<file path="config.mk">
export PLATFORM = sky130hd
export DESIGN_NAME = pipe_if_ctrl_flat
export DESIGN_NICKNAME = d
export VERILOG_FILES = /design/src/rtl/pipe_if_ctrl_if.sv /design/src/rtl/pipe_if_ctrl.sv /design/src/flat_wrapper.sv
export SDC_FILE = /design/constraint.sdc
export NUM_CORES = 1
export LEC_CHECK = 0
export CAP_MARGIN = 10
export CORE_UTILIZATION = 49
export DETAILED_ROUTE_END_ITERATION = 10
export PLACE_DENSITY = 0.9
export SLEW_MARGIN = 15
export SYNTH_ARGS = -nofsm -noshare
export SYNTH_HDL_FRONTEND = slang
export SYNTH_SLANG_ARGS = --single-unit
</file>
<file path="constraint.sdc">
create_clock -name clk -period 3.5 [get_ports clk]
set_clock_uncertainty 0.15 [all_clocks]
set_input_delay 0.7 -clock clk [delete_from_list [all_inputs] [get_ports clk]]
set_output_delay 0.7 -clock clk [all_outputs]
set_load 0.005 [all_outputs]
</file>
<file path="src/rtl/pipe_if_ctrl_if.sv">
// pipe_if_ctrl_if
//   Bundles the fetch-stage control signals exchanged between the IF
//   pipeline controller and the surrounding datapath.
//
//   master : the controller (drives PC / IF/ID / ID/EX controls, status)
//   slave  : the datapath side (drives imem status, hazard and branch info)
//
//   Signals:
//     imem_valid_s1    instruction memory data valid for current PC
//     branch_taken_s2  ID stage resolved a taken branch or jump
//     ex_mem_read      instruction in EX is a load
//     ex_rt            load destination register in EX
//     id_rs, id_rt     source registers of the instruction in ID
//     id_uses_rt       ID instruction reads rt
//     pc_en            PC register load enable
//     pc_sel_target    PC loads branch/jump target instead of PC+4
//     load_instr_s1    IF/ID register capture enable
//     flush_s1         IF/ID captures a NOP instead of memory data
//     bubble_s2        ID/EX captures a NOP
//     id_valid_s1      registered IF/ID valid bit
//     state_s1         FSM state (FILL=0 RUN=1 WAIT=2 STALL=3 FLUSH=4)
//     stall_cnt, flush_cnt, wait_cnt  saturating event counters
//     imem_err         sticky fetch-timeout flag
interface pipe_if_ctrl_if #(
    parameter int ADDR_LEFT = 4,
    parameter int CNT_BITS  = 16
);
    logic                 imem_valid_s1;
    logic                 branch_taken_s2;
    logic                 ex_mem_read;
    logic [ADDR_LEFT:0]   ex_rt;
    logic [ADDR_LEFT:0]   id_rs;
    logic [ADDR_LEFT:0]   id_rt;
    logic                 id_uses_rt;

    logic                 pc_en;
    logic                 pc_sel_target;
    logic                 load_instr_s1;
    logic                 flush_s1;
    logic                 bubble_s2;
    logic                 id_valid_s1;
    logic [2:0]           state_s1;
    logic [CNT_BITS-1:0]  stall_cnt;
    logic [CNT_BITS-1:0]  flush_cnt;
    logic [CNT_BITS-1:0]  wait_cnt;
    logic                 imem_err;

    modport master (
        input  imem_valid_s1, branch_taken_s2, ex_mem_read,
               ex_rt, id_rs, id_rt, id_uses_rt,
        output pc_en, pc_sel_target, load_instr_s1, flush_s1, bubble_s2,
               id_valid_s1, state_s1, stall_cnt, flush_cnt, wait_cnt,
               imem_err
    );

    modport slave (
        output imem_valid_s1, branch_taken_s2, ex_mem_read,
               ex_rt, id_rs, id_rt, id_uses_rt,
        input  pc_en, pc_sel_target, load_instr_s1, flush_s1, bubble_s2,
               id_valid_s1, state_s1, stall_cnt, flush_cnt, wait_cnt,
               imem_err
    );
endinterface

</file>
<file path="src/rtl/pipe_if_ctrl.sv">
// pipe_if_ctrl
//   Fetch-stage pipeline controller. Each cycle picks one action -- fill,
//   stall on load-use, flush on taken branch, wait on imem, or advance --
//   and drives the PC, IF/ID and ID/EX controls accordingly. Owns the IF/ID
//   valid bit, saturating event counters and a fetch-timeout watchdog.
//
//   Ports:
//     i clk   clock, rising edge
//     i rst_  synchronous reset, active-high
//     bus     pipe_if_ctrl_if.master (all control / status signals)
module pipe_if_ctrl #(
    parameter int BITS      = 32,
    parameter int REG_WORDS = 32,
    parameter int ADDR_LEFT = $clog2(REG_WORDS) - 1,
    parameter int CNT_BITS  = 16,
    parameter int TIMEOUT   = 255
) (
    input logic            clk,
    input logic            rst_,
    pipe_if_ctrl_if.master bus
);

    if (BITS < 1 || TIMEOUT < 1 || CNT_BITS < 1) begin : g_bad_param
        $error("pipe_if_ctrl: BITS, TIMEOUT and CNT_BITS must be >= 1");
    end

    localparam int WD_W = $clog2(TIMEOUT + 1);

    typedef enum logic [2:0] {
        ST_FILL  = 3'd0,
        ST_RUN   = 3'd1,
        ST_WAIT  = 3'd2,
        ST_STALL = 3'd3,
        ST_FLUSH = 3'd4
    } state_t;

    typedef enum logic [2:0] {
        ACT_FILL,
        ACT_STALL,
        ACT_FLUSH,
        ACT_WAIT,
        ACT_RUN
    } act_t;

    state_t              r_state;
    logic                r_id_valid;
    logic [CNT_BITS-1:0] r_stall_cnt;
    logic [CNT_BITS-1:0] r_flush_cnt;
    logic [CNT_BITS-1:0] r_wait_cnt;
    logic [WD_W-1:0]     r_wd;
    logic                r_imem_err;

    logic   w_hazard;
    logic   w_br;
    act_t   w_act;
    state_t w_next_state;

    // Load-use: register 0 is hard-wired, so a load to it never conflicts.
    assign w_hazard = bus.ex_mem_read && r_id_valid && (bus.ex_rt != '0) &&
                      ((bus.ex_rt == bus.id_rs) ||
                       (bus.id_uses_rt && (bus.ex_rt == bus.id_rt)));
    assign w_br     = bus.branch_taken_s2 && r_id_valid;

    // NOTE: every output of this block gets a default first, so no path
    // leaves a signal unassigned and no latch is inferred.
    always_comb begin
        w_act             = ACT_RUN;
        w_next_state      = ST_RUN;
        bus.pc_en         = 1'b1;
        bus.pc_sel_target = 1'b0;
        bus.load_instr_s1 = 1'b1;
        bus.flush_s1      = 1'b0;
        bus.bubble_s2     = 1'b0;

        // Reset forces FILL outputs even before the state register settles.
        if (rst_ || r_state == ST_FILL) begin
            w_act         = ACT_FILL;
            bus.pc_en     = 1'b0;
            bus.flush_s1  = 1'b1;
            bus.bubble_s2 = 1'b1;
        end else if (w_hazard) begin
            // Hazard outranks a branch: the branch re-resolves next cycle
            // once the load data can be forwarded.
            w_act             = ACT_STALL;
            w_next_state      = ST_STALL;
            bus.pc_en         = 1'b0;
            bus.load_instr_s1 = 1'b0;
            bus.bubble_s2     = 1'b1;
        end else if (w_br) begin
            // Redirect wins over a missing fetch so the target is never lost.
            w_act             = ACT_FLUSH;
            w_next_state      = ST_FLUSH;
            bus.pc_sel_target = 1'b1;
            bus.flush_s1      = 1'b1;
        end else if (!bus.imem_valid_s1) begin
            w_act        = ACT_WAIT;
            w_next_state = ST_WAIT;
            bus.pc_en    = 1'b0;
            bus.flush_s1 = 1'b1;
        end
    end

    // NOTE: state is updated only with non-blocking assignments so every
    // register samples the pre-edge values of the others.
    always_ff @(posedge clk) begin
        if (rst_) begin
            r_state     <= ST_FILL;
            r_id_valid  <= 1'b0;
            r_stall_cnt <= '0;
            r_flush_cnt <= '0;
            r_wait_cnt  <= '0;
            r_wd        <= '0;
            r_imem_err  <= 1'b0;
        end else begin
            r_state <= w_next_state;

            unique case (w_act)
                ACT_STALL: r_id_valid <= r_id_valid;
                ACT_RUN:   r_id_valid <= 1'b1;
                default:   r_id_valid <= 1'b0;
            endcase

            if (w_act == ACT_STALL && r_stall_cnt != '1)
                r_stall_cnt <= r_stall_cnt + 1'b1;
            if (w_act == ACT_FLUSH && r_flush_cnt != '1)
                r_flush_cnt <= r_flush_cnt + 1'b1;
            if (w_act == ACT_WAIT && r_wait_cnt != '1)
                r_wait_cnt <= r_wait_cnt + 1'b1;

            // Watchdog counts consecutive waits; the flag sets on the same
            // edge that the count reaches TIMEOUT.
            if (w_act == ACT_WAIT) begin
                if (r_wd != WD_W'(TIMEOUT))
                    r_wd <= r_wd + 1'b1;
                if (r_wd >= WD_W'(TIMEOUT - 1))
                    r_imem_err <= 1'b1;
            end else begin
                r_wd <= '0;
            end
        end
    end

    assign bus.id_valid_s1 = r_id_valid;
    assign bus.state_s1    = r_state;
    assign bus.stall_cnt   = r_stall_cnt;
    assign bus.flush_cnt   = r_flush_cnt;
    assign bus.wait_cnt    = r_wait_cnt;
    assign bus.imem_err    = r_imem_err;

endmodule

</file>
<file path="src/flat_wrapper.sv">
// flat-port wrapper written by rule: the top's interface ports become plain ports
module pipe_if_ctrl_flat 
#(
    parameter int BITS      = 32,
    parameter int REG_WORDS = 32,
    parameter int ADDR_LEFT = $clog2(REG_WORDS) - 1,
    parameter int CNT_BITS  = 16,
    parameter int TIMEOUT   = 255
)
  (clk, rst_, bus_imem_valid_s1, bus_branch_taken_s2, bus_ex_mem_read, bus_ex_rt, bus_id_rs, bus_id_rt, bus_id_uses_rt, bus_pc_en, bus_pc_sel_target, bus_load_instr_s1, bus_flush_s1, bus_bubble_s2, bus_id_valid_s1, bus_state_s1, bus_stall_cnt, bus_flush_cnt, bus_wait_cnt, bus_imem_err);
  pipe_if_ctrl_if #(.ADDR_LEFT(ADDR_LEFT), .CNT_BITS(CNT_BITS)) bus_i ();
  input logic clk;
  input logic rst_;
  input wire logic [$bits(bus_i.imem_valid_s1)-1:0] bus_imem_valid_s1;
  input wire logic [$bits(bus_i.branch_taken_s2)-1:0] bus_branch_taken_s2;
  input wire logic [$bits(bus_i.ex_mem_read)-1:0] bus_ex_mem_read;
  input wire logic [$bits(bus_i.ex_rt)-1:0] bus_ex_rt;
  input wire logic [$bits(bus_i.id_rs)-1:0] bus_id_rs;
  input wire logic [$bits(bus_i.id_rt)-1:0] bus_id_rt;
  input wire logic [$bits(bus_i.id_uses_rt)-1:0] bus_id_uses_rt;
  output wire logic [$bits(bus_i.pc_en)-1:0] bus_pc_en;
  output wire logic [$bits(bus_i.pc_sel_target)-1:0] bus_pc_sel_target;
  output wire logic [$bits(bus_i.load_instr_s1)-1:0] bus_load_instr_s1;
  output wire logic [$bits(bus_i.flush_s1)-1:0] bus_flush_s1;
  output wire logic [$bits(bus_i.bubble_s2)-1:0] bus_bubble_s2;
  output wire logic [$bits(bus_i.id_valid_s1)-1:0] bus_id_valid_s1;
  output wire logic [$bits(bus_i.state_s1)-1:0] bus_state_s1;
  output wire logic [$bits(bus_i.stall_cnt)-1:0] bus_stall_cnt;
  output wire logic [$bits(bus_i.flush_cnt)-1:0] bus_flush_cnt;
  output wire logic [$bits(bus_i.wait_cnt)-1:0] bus_wait_cnt;
  output wire logic [$bits(bus_i.imem_err)-1:0] bus_imem_err;
  assign bus_i.imem_valid_s1 = bus_imem_valid_s1;
  assign bus_i.branch_taken_s2 = bus_branch_taken_s2;
  assign bus_i.ex_mem_read = bus_ex_mem_read;
  assign bus_i.ex_rt = bus_ex_rt;
  assign bus_i.id_rs = bus_id_rs;
  assign bus_i.id_rt = bus_id_rt;
  assign bus_i.id_uses_rt = bus_id_uses_rt;
  assign bus_pc_en = bus_i.pc_en;
  assign bus_pc_sel_target = bus_i.pc_sel_target;
  assign bus_load_instr_s1 = bus_i.load_instr_s1;
  assign bus_flush_s1 = bus_i.flush_s1;
  assign bus_bubble_s2 = bus_i.bubble_s2;
  assign bus_id_valid_s1 = bus_i.id_valid_s1;
  assign bus_state_s1 = bus_i.state_s1;
  assign bus_stall_cnt = bus_i.stall_cnt;
  assign bus_flush_cnt = bus_i.flush_cnt;
  assign bus_wait_cnt = bus_i.wait_cnt;
  assign bus_imem_err = bus_i.imem_err;
  pipe_if_ctrl #(.BITS(BITS), .REG_WORDS(REG_WORDS), .ADDR_LEFT(ADDR_LEFT), .CNT_BITS(CNT_BITS), .TIMEOUT(TIMEOUT)) u_core (.clk(clk), .rst_(rst_), .bus(bus_i));
endmodule
</file>
==> results of run 1 <==
==> synth_stat cells (all sizes together), types with 2 or more instances <==
| library cell | number | area share (%) |
|---|---|---|
| nand3 | 22 | 3.5 |
| dfxtp | 61 | 39 |
| ha | 5 | 2.0 |
| a21oi | 32 | 5.1 |
| nor3 | 9 | 1.4 |
| o31a | 2 | 0.55 |
| o41ai | 5 | 1.4 |
| o31ai | 12 | 2.8 |
| nor2 | 23 | 2.7 |
| nor4 | 5 | 0.99 |
| nor2b | 7 | 1.4 |
| o21ai | 14 | 2.2 |
| clkbuf | 13 | 1.5 |
| nand4 | 20 | 3.9 |
| mux2 | 7 | 2.5 |
| and4 | 6 | 1.7 |
| buf | 5 | 1.1 |
| xor2 | 4 | 1.1 |
| inv | 8 | 0.95 |
| o211ai | 3 | 0.71 |
| mux2i | 2 | 0.63 |
| xnor2 | 13 | 3.6 |
| and3 | 12 | 2.4 |
| or3 | 14 | 2.8 |
| o21a | 5 | 1.2 |
| nand2 | 27 | 3.2 |
| or4 | 10 | 2.4 |
| and2 | 6 | 1.3 |
| or2 | 3 | 0.59 |
| o311ai | 6 | 1.7 |
==> sequential cells by signal, summed over array words and instances, names as in the netlist <==
name and count:
u_core.bus.flush_cnt 16, u_core.bus.stall_cnt 16, u_core.bus.wait_cnt 16, u_core.r_wd 8, u_core.bus.state_s1 3, u_core.bus.id_valid_s1 1
u_core.bus.imem_err 1
==> metal layers <==
metal | wire (um) | vias to the layer above | global-route usage [%]
li1 | - | 1596 | -
met1 | 3580 | 1589 | 30.3
met2 | 4080 | 138 | 46.0
met3 | 717 | 21 | 6.92
met4 | 160 | 0 | 10.5
met5 | 0 | - | 0
==> area by class of cell <==
class | count | area, sq um | area share (%)
multi-input combinational | 288 | 1860 | 43.4
inverter | 8 | 30.0 | 0.701
sequential | 61 | 1220 | 28.5
timing repair buffer | 95 | 921 | 21.5
clock buffer | 13 | 149 | 3.48
clock inverter | 2 | 10.0 | 0.234
tap | 75 | 93.8 | 2.19
==> power breakdown <==
group / switching, mW / leakage, nW / total, mW / internal [mW]
registers: 0.00620 / 0.492 / 0.705 / 0.699
clock network: 0.257 / 0.0833 / 0.527 / 0.271
logic: 0.0528 / 0.912 / 0.111 / 0.0579
total: 0.316 / 1.49 / 1.34 / 1.03
==> metrics by stage <==
| stage | hold slack (ns) | setup WS (ns) | utilization, % |
|---|---|---|---|
| final | 0.325 | 0.118 | 70.2 |
| after CTS | 0.335 | 0.00961 | 69.6 |
| after global placement | 0.319 | -0.0238 | 66.7 |
| after global routing | 0.375 | 0.0307 | 70.2 |
| after detailed placement | 0.315 | -0.0601 | 66.7 |
| after floorplan | 0.314 | 0.536 | - |
==> worst min path at each step <==
stage | start | to | slack [ns]
floorplan | u_core.bus.imem_err$_SDFFE_PP0P_ | u_core.bus.imem_err$_SDFFE_PP0P_ | 0.31
global placement | u_core.bus.imem_err$_SDFFE_PP0P_ | u_core.bus.imem_err$_SDFFE_PP0P_ | 0.32
detailed placement | u_core.bus.imem_err$_SDFFE_PP0P_ | u_core.bus.imem_err$_SDFFE_PP0P_ | 0.31
CTS | u_core.bus.imem_err$_SDFFE_PP0P_ | u_core.bus.imem_err$_SDFFE_PP0P_ | 0.34
global route | u_core.bus.imem_err$_SDFFE_PP0P_ | u_core.bus.imem_err$_SDFFE_PP0P_ | 0.37
finish | u_core.bus.imem_err$_SDFFE_PP0P_ | u_core.bus.imem_err$_SDFFE_PP0P_ | 0.32
==> critical path, cell delays in order <==
cell	delay (ns)
clkdlybuf4s50_1	0.42
or3_1	0.40
o311a_4	0.40
nand2_2	0.10
nand2_1	0.07
clkdlybuf4s50_1	0.44
==> timing repair <==
item / 4_1_cts / 5_1_grt
setup buffers: 2 / 1
pin swaps: 0 / 2
endpoints found under the hold margin: 0 / 0
gates resized for setup: 3 / 8
setup endpoints to repair: 4 / 5
==> kinds of logic (layout without fill, tap and decap cells) <==
group / Yosys count / in the layout / share of synthesized area, %
AO/OA/AOI/OAI: 89 / 89 / 18.7
XOR/XNOR: 17 / 17 / 4.70
adder cells (fa/ha/maj): 5 / 5 / 1.97
buffers and inverters: 26 / 118 / 3.63
flip-flops: 61 / 61 / 38.5
multiplexers: 9 / 9 / 3.12
AND/OR/NAND/NOR: 168 / 168 / 29.4
==> results.ini, run 1 <==
[route]
ant_nets = 0
wl_per_cell_um = 15.7
wl_um = 8530
drc_errors = 0
vias = 3344
first_pass_iters = 5
drt_iter0_markers = 241
via_per_inst = 6.17

[setup_path]
crit-reg2reg-capture = u_core.bus.stall_cnt[7]$_SDFFE_PP0P_
critPathKind = in -> out
crit_path_end = bus_bubble_s2
startpoint = bus_ex_rt[1]
startpoint_type = primary input
path_max_fanout = 5
cp.arrival_ns = 2.53
r2r-start = u_core.bus.stall_cnt[3]$_SDFFE_PP0P_
endpoint_kind = primary output
ff2ff_setup_slack_ns = 0.94
reg2reg_depth = 6
crit_required_ns = 2.65

[clocking]
cts_buffer_depth = 2
cts_tree = built
clock_latency_ns = 0.34
clk_pin_slew_ns = 0.06
holdBufCountCts = 0
cts_buffers = 9
clkSinkCount = 61
htree_levels = 3
root_buffer = clkbuf_8

[finish]
layout_common_cells = 73 x clkdlybuf4s50_1, 61 x dfxtp_1, 30 x a21oi_1
final_cells = 542
diodes = 0
area_growth_pct = 35.1
n_fill_cell = 499
fin_nets = 489
final_area_sq_um = 4280
final_common_cell = clkdlybuf4s50_1
drive_above_1_share_pct = 10.5

[floorplan]
rows = 28
core_area_sq_um = 6100
initial_core_util_pct = 52.0
ios = 79
die_w_um = 82.4
die_h_um = 82.4
die_area_sq_um = 6790

[synth]
synth_cell_type_count = 48
synthArstFlopShare_pct = 0
syn_avg_cell_area_sq_um = 8.45
synth_nets = 401
syn-instance-count = 375
synth-main-ff-cell = dfxtp_1
synth-edff-count = 0
ys_ff_latch = 61
yosysSeqAreaShare_pct = 38.5
synth_area_sq_um = 3170
ys_warn_count = 0

[sta]
fmax_mhz = 296
maxSlewViolCount = 0
relSlewSlack_pct = 38.6
hold_viol_final = 0
fin_crit_ns = 3.38
final.setup.tns_ns = 0
tightest_slew_ns = 0.898
rsz0062_at_grt = false
period_share_pct = 96.6
setup_violations = 0

[grt]
grt_max_degree = 51
grt_pass1_vias = 3061
grt_usage_pct = 26.3
grt_pass1_wl_um = 13600
overflow = 0
antenna_found_initial = 0

[power_and_ir_drop]
power_mw = 1.34
cellPowerDensity_nw_per_um2 = 314
leakage_nw = 1.49
vdd_drop_max_v = 0.000250

[worst_hold_path]
whs_path_depth = 1
hold_path.class = reg -> reg

[place]
port_buffers = 78
routabilityCongestion = 0.850
hpwl_um = 5930
place_area_sq_um = 4060
post-place-cells = 524

[run]
cap_violations = 0

[status]
status = finished, final reports clean

Note: power is estimated with default switching activity, not from simulation.
==> inputs of run 2 (changes only) <==
--- a/config.mk
+++ b/config.mk
@@ -7,6 +7,7 @@
 export LEC_CHECK = 0
 export CAP_MARGIN = 10
 export CORE_UTILIZATION = 49
+export CTS_CLUSTER_DIAMETER = 80
 export DETAILED_ROUTE_END_ITERATION = 10
 export PLACE_DENSITY = 0.9
 export SLEW_MARGIN = 15
==> results of run 2 <==
Final layout, timing and power as in run 1 (identical DEF).
